File: src/rtl/sb_unpack_ctrl.sv
// Sequencing controller for the synapse-buffer weight unpacker (ping-pong row load, shift/sign/zero controls).
// Optional macro SB_UNPACK_CTRL_ZE_EN: build the zb register and drive o_ze from the latched zb count.
module sb_unpack_ctrl #(
   parameter int N          = 16,
   parameter int SHIFT_BITS = 5,
   parameter int CNT_BITS   = 12
) (
   input  logic                  clk,
   input  logic                  rst,
   input  logic                  i_start,
   input  logic [SHIFT_BITS-1:0] i_cfg_n,
   input  logic [CNT_BITS-1:0]   i_cfg_count,
   input  logic                  i_cfg_signed,
   input  logic [SHIFT_BITS-2:0] i_cfg_zb,
   input  logic                  i_row_valid,
   output logic                  o_row_ready,
   output logic [1:0]            o_load,
   output logic [SHIFT_BITS-1:0] o_s,
   output logic [SHIFT_BITS-2:0] o_n,
   output logic [N-1:0]          o_se,
   output logic [N-1:0]          o_ze,
   output logic                  o_valid,
   input  logic                  i_ready,
   output logic                  o_busy,
   output logic                  o_done
);

   localparam int AW = SHIFT_BITS + 1;
   localparam int BW = CNT_BITS + SHIFT_BITS;
   localparam logic [AW-1:0] N_AW = AW'(N);
   localparam logic [BW-1:0] N_BW = BW'(N);

   typedef enum logic [1:0] {IDLE, RUN, DONE} state_t;

   state_t                state, state_nxt;
   logic [SHIFT_BITS-1:0] n_q;
   logic                  sgn_q;
   logic [SHIFT_BITS-1:0] ptr;
   logic [AW-1:0]         avail;
   logic                  wr_half;
   logic [CNT_BITS-1:0]   wleft;
   logic [BW-1:0]         bits_left;
   logic [AW-1:0]         n_ext;
   logic                  row_acc;
   logic                  w_acc;
   logic                  start_acc;

   assign n_ext     = {1'b0, n_q};
   assign start_acc = (state == IDLE) && i_start;

   // Ready/valid depend only on registered state so handshakes never form combinational loops.
   assign o_row_ready = (state == RUN) && (avail <= N_AW) && (bits_left != '0);
   assign o_valid     = (state == RUN) && (avail >= n_ext) && (wleft != '0);
   assign row_acc     = o_row_ready && i_row_valid;
   assign w_acc       = o_valid && i_ready;

   assign o_s = ptr;
   assign o_n = n_q[SHIFT_BITS-2:0];

   always_comb begin
      state_nxt = state;
      o_load    = '0;
      o_busy    = 1'b0;
      o_done    = 1'b0;
      if (row_acc) o_load[wr_half] = 1'b1;
      case (state)
         IDLE: begin
            if (i_start) state_nxt = (i_cfg_count == '0) ? DONE : RUN;
         end
         RUN: begin
            o_busy = 1'b1;
            if (w_acc && (wleft == CNT_BITS'(1))) state_nxt = DONE;
         end
         DONE: begin
            o_busy    = 1'b1;
            o_done    = 1'b1;
            state_nxt = IDLE;
         end
         default: state_nxt = IDLE;
      endcase
   end

   always_ff @(posedge clk) begin
      if (rst) begin
         state     <= IDLE;
         n_q       <= '0;
         sgn_q     <= 1'b0;
         ptr       <= '0;
         avail     <= '0;
         wr_half   <= 1'b0;
         wleft     <= '0;
         bits_left <= '0;
      end else begin
         state <= state_nxt;
         if (start_acc) begin
            n_q       <= i_cfg_n;
            sgn_q     <= i_cfg_signed;
            ptr       <= '0;
            avail     <= '0;
            wr_half   <= 1'b0;
            wleft     <= i_cfg_count;
            bits_left <= BW'(i_cfg_count) * BW'(i_cfg_n);
         end else begin
            if (row_acc) begin
               wr_half   <= ~wr_half;
               bits_left <= (bits_left > N_BW) ? bits_left - N_BW : '0;
            end
            if (w_acc) begin
               // ptr is SHIFT_BITS wide, so the add wraps modulo 2N for free.
               ptr   <= ptr + n_q;
               wleft <= wleft - CNT_BITS'(1);
            end
            avail <= avail + (row_acc ? N_AW : '0) - (w_acc ? n_ext : '0);
         end
      end
   end

   always_comb begin
      o_se = '0;
      for (int unsigned i = 0; i < N; i++) begin
         o_se[i] = sgn_q && (SHIFT_BITS'(i) >= n_q);
      end
   end

`ifdef SB_UNPACK_CTRL_ZE_EN
   logic [SHIFT_BITS-2:0] zb_q;

   always_ff @(posedge clk) begin
      if (rst) begin
         zb_q <= '0;
      end else if (start_acc) begin
         zb_q <= i_cfg_zb;
      end
   end

   always_comb begin
      o_ze = '1;
      for (int unsigned i = 0; i < N; i++) begin
         o_ze[i] = !(SHIFT_BITS'(i) < {1'b0, zb_q});
      end
   end
`else
   logic unused_zb;
   assign unused_zb = ^i_cfg_zb;
   assign o_ze      = '1;
`endif

endmodule

File: config.mk
export PLATFORM = sky130hd
export DESIGN_NAME = sb_unpack_ctrl
export DESIGN_NICKNAME = d
export VERILOG_FILES = /design/src/rtl/sb_unpack_ctrl.sv
export SDC_FILE = /design/constraint.sdc
export NUM_CORES = 1
export LEC_CHECK = 0
export ABC_CLOCK_PERIOD_IN_PS = 15100
export CAP_MARGIN = 10
export CELL_PAD_IN_SITES_DETAIL_PLACEMENT = 1
export CELL_PAD_IN_SITES_GLOBAL_PLACEMENT = 2
export CORE_MARGIN = 1.5
export CORE_UTILIZATION = 35
export CTS_CLUSTER_SIZE = 40
export DETAILED_ROUTE_END_ITERATION = 8
export HOLD_SLACK_MARGIN = 0.08
export PLACE_DENSITY = 0.95
export SETUP_SLACK_MARGIN = 0.15
export SYNTH_ARGS = -nofsm -noshare
export SYNTH_HDL_FRONTEND = slang
export SYNTH_SLANG_ARGS = --single-unit
File: constraint.sdc
create_clock -name clk -period 15.1 [get_ports clk]
set_input_delay 4.53 -clock clk [delete_from_list [all_inputs] [get_ports clk]]
set_output_delay 4.53 -clock clk [all_outputs]
set_load 0.1 [all_outputs]
Yosys cells after proc, flatten, opt, wreduce, memory -nomap -nowiden. Cells that the tools add are included.

Flip-flop bits (word level): 49. Logic and storage cells: 91.

$mul: 1. Bitwise operators: 1. Muxes and demuxes: 16. Reductions and logical operators: 34. Add/sub/neg operators: 5. Order comparisons: 21. Equality and inequality tests: 5.

Operators with widths (count): two-way mux 17 bit (3); >= comparator 4 x 5 -> 1 bit, first input constant (8); logical AND 1 bit (25); two-way mux 12 bit (2); >= comparator 3 x 5 -> 1 bit, first input constant (4); > comparator 17 x 5 -> 1 bit, second input constant (1); multiplier 12 x 5 -> 17 bit (1); nonzero test 17 bit (1); subtractor 17 x 5 -> 17 bit, second input constant (1); equality test 12 x 1 -> 1 bit, second input constant (1); logical NOT 12 bit (1); nonzero test 12 bit (1); subtractor 12 x 1 -> 12 bit, second input constant (1); >= comparator 1 x 5 -> 1 bit, first input constant (2); >= comparator 2 x 5 -> 1 bit, first input constant (2); two-way mux 5 bit (2); two-way mux 2 bit (4); adder 6 x 5 -> 6 bit (1); >= comparator 6 x 5 -> 1 bit (1); less-or-equal comparator 6 x 5 -> 1 bit, second input constant (1); subtractor 6 x 5 -> 6 bit (1); adder 5 bit (1); one-hot mux 2 bit (2 select lines) (1); nonzero test 2 bit (2); other kinds (12) (15).

Logic depth before layout (Yosys ltp).
Depth in word-level cells: 7. Gate-level depth with buffers: 19. Depth with buffers taken out: 17.

Least setup slack after synthesis. Ideal clock, no wire load.

Path type: input-to-output. Start: input port i_row_valid. End: output port o_load[0]. Required time: 10570 ps. Buffers on the path: 2. Cell stages on the path: 5. Path slack: 4318 ps. Arrival time: 6252 ps. Cells stage by stage: and3_1 buf_6 inv_2 buf_4 nor2_1.

Longest elaborated chain between the ends: 2.

RTL lines: start, declared (RTL line 15) `input logic i_row_valid,`; logical AND 1 bit (RTL line 54) `assign row_acc = o_row_ready && i_row_valid;`; two-way mux 2 bit (RTL line 65) `if (row_acc) o_load[wr_half] = 1'b1;`; end, declared (RTL line 17) `output logic [1:0] o_load,`.

Every way passes these cells.

Worst setup path after layout. Ends and elaborated chain as after synthesis.

==> results.cfg <==
[run_status]
status = finished, final reports clean

[logic_synthesis]
synth_edf_count = 0
synth_cells = 668
yosysWarnings = 0
synthAdderAreaFrac = 0.244
yosys.area.top_type_share = 0.188
synth_xor_xnor_area_share = 0.0218
synth.distinct_cells = 68
synthArstFlopShare = 0
syn_avg_cell_area_um2 = 7.81
synthFlopType = dfxtp_1
seq_area_frac_synth = 0.188
netlist_area_um2 = 5220
synth_compound_area_frac = 0.193
synth.mux.area_fraction = 0.00384
synth_area_leader_cell = dfxtp_1
synth_top_family_by_area = simple AND/OR/NAND/NOR gates
synthTopCellsByArea = dfxtp_1, fa_1, ha_1
synth-simple-area-share = 0.246
synthTopCellsByCount = inv_1, nand2_1, and2_1
ys_ff_latch = 49
synth.most_common_cell = inv_1

[routing]
ant_nets = 0
drtIter0Drc = 235
dr.pass1.iters = 6
drc_errors = 0
wirelength_um = 15200
avgViaCountPerCell = 5.54
vias = 4892
routedWlPerCell_um = 17.2

[cells_and_area]
num_antenna_cells = 0
utilization = 0.408
fin_cells = 883
synthToLayoutAreaGrowth_pct = 13.6
drive_above_1_share = 0.0386
nNetsFinal = 807
design_area_um2 = 5930
fill_cells = 1792

[sta]
setup_tns_ps = 0
rsz0062_at_grt = no
relSlewSlack = 0.343
clock_skew_ps = 5.21
final-hold-violation-count = 0
min_period_ps = 11440
fin_crit_sh = 0.758
tightest_slew_ps = 982
fmax_mhz = 87.4
setup_violations = 0
maxSlewViolCount = 0

[critical_path]
cpMostUsedCell = clkdlybuf4s50_1
worst_path_dominant_cell_family = buffers and inverters
crit_buf_inv = 3
crit_path_start_kind = input pin
timing.rr.end = avail[5]
r2r_cells = 16
cpMaxStageDelayCell = clkdlybuf4s50_1
worstPathArrival_ps = 6910
criticalPathCategory = in -> out
cp-end-kind = output port
cp_cell_sequence = clkdlybuf4s50_1, and3_1, inv_2, nor2_1, clkdlybuf4s50_1
worstReg2RegStart = n_q[1]
reg2reg_slack_ps = 10960
required_ps = 10570
path_max_fanout = 11
critical-path-max-stage-delay_ps = 1140

[cts]
postCtsResizedCells = 0
htreeDepth = 2
hold_buffers = 0
cts_buffers = 5
postCtsSetupRepairBufs = 0
clock_sinks = 49
clk_pin_slew_ps = 70
max-clock-path-buffers = 2
cts_root_buffer = clkbuf_16
cts_tree = built
insertion_delay_ps = 300

[place]
globalplace.congestion = 0.826
placed_area_um2 = 5780
port_buffers = 53
dp.cells = 875
dp_hpwl_um = 12000

[global_route]
grt_usage = 0.196
grt_pass1_wl_um = 25600
grt-ovfl-total = 0
grt_pass1_vias = 5281
antenna_found_initial = 0
grt_max_degree = 43

[power]
power_density_nw_per_um2 = 145
pwr-share-clk = 0.131
power_leakage_nw = 2.55
switchingPower_w = 0.000465
p_int_w = 0.000396
p_comb_frac = 0.648
ir_worst_vdd_v = 0.0000636
switching_share = 0.540
pwr-share-seq = 0.221

[floorplan]
coreArea_um2 = 14500
dieHeight_um = 125
die_area_um2 = 15600
die_w_um = 125
row_count = 44
initial_core_util = 0.359
io_pins = 74

[run]
cap_viol_max_count = 0

[hold_path]
hp-class = reg -> reg
min_path_cells = 2
hold_start = sgn_q
hold_path_end = sgn_q
==> cell usage in the layout (no fill, tap or decap), drive strengths merged, types with 9 or more instances in the layout <==
master / instances
nor3: 14
or3: 12
o21ai: 42
clkdlybuf4s50: 53
ha: 49
conb: 16
nand3: 19
dfxtp: 49
nand2: 59
a21oi: 40
and3: 11
inv: 72
fa: 33
nor4: 9
and2: 50
a21o: 11
a31oi: 21
nor2: 41
==> worst min-delay path: stages (launching register included) <==
cell,delay (ps)
dfxtp_1,310
nand2_1,50
a21oi_1,50
==> registers in the layout (all words and copies together) (netlist names) <==
signal / count
n_q: 5
wr_half: 1
o_s: 5
wleft: 12
sgn_q: 1
avail: 6
state: 2
bits_left: 17
==> area by class of cell <==
cell class	instances	area, um^2	share of cell area
Timing Repair Buffer	55	546	0.0921
Tap cell	184	230	0.0389
Multi-Input combinational cell	515	3760	0.634
Clock buffer	5	125	0.0211
Sequential cell	49	981	0.166
Clock inverter	3	17.5	0.00296
Inverter	72	270	0.0456
==> metal layers <==
metal,GRT usage,routed length (um)
met1,0.233,6530
met4,0.0381,200
met2,0.374,8010
met5,0,0
met3,0.0282,415
==> metrics by stage <==
step           total power, W  hold slack, ps  setup slack, ps
3_5_place_dp         0.000747             462             3640
6_report             0.000861             465             3660
2_1_floorplan        0.000621             437             4320
4_1_cts              0.000863             472             3640
3_3_place_gp         0.000729             446             3650
5_1_grt              0.000927             498             3530
==> how the worst max path moves through the flow <==
stage | cells after the start | end | start | slack, ps
4_1_cts | 5 | o_load[0] | i_row_valid | 3640
3_3_place_gp | 5 | o_load[0] | i_row_valid | 3650
5_1_grt | 5 | o_load[0] | i_row_valid | 3530
3_5_place_dp | 5 | o_load[0] | i_row_valid | 3640
2_1_floorplan | 5 | o_load[0] | i_row_valid | 4320
6_report | 5 | o_load[0] | i_row_valid | 3660
==> kinds of logic (layout without fill, tap and decap cells) <==
group           Yosys count  after routing
compound gates          161            161
xor+xnor                 13             13
fa+ha+maj                82             82
buf+inv                 119            135
flops                    49             49
mux                       2              2
other cells               1             16
simple gates            241            241
==> power groups by stage <==
stage                     Sequential (W)  Clock, W  Combinational (W)
final                           0.000190  0.000113           0.000558
after global routing            0.000194  0.000121           0.000612
after CTS                       0.000189  0.000114           0.000560
after detailed placement        0.000191         0           0.000556
after global placement          0.000189         0           0.000540
after floorplan                 0.000183         0           0.000438
Power figures use the tool's default switching activity.
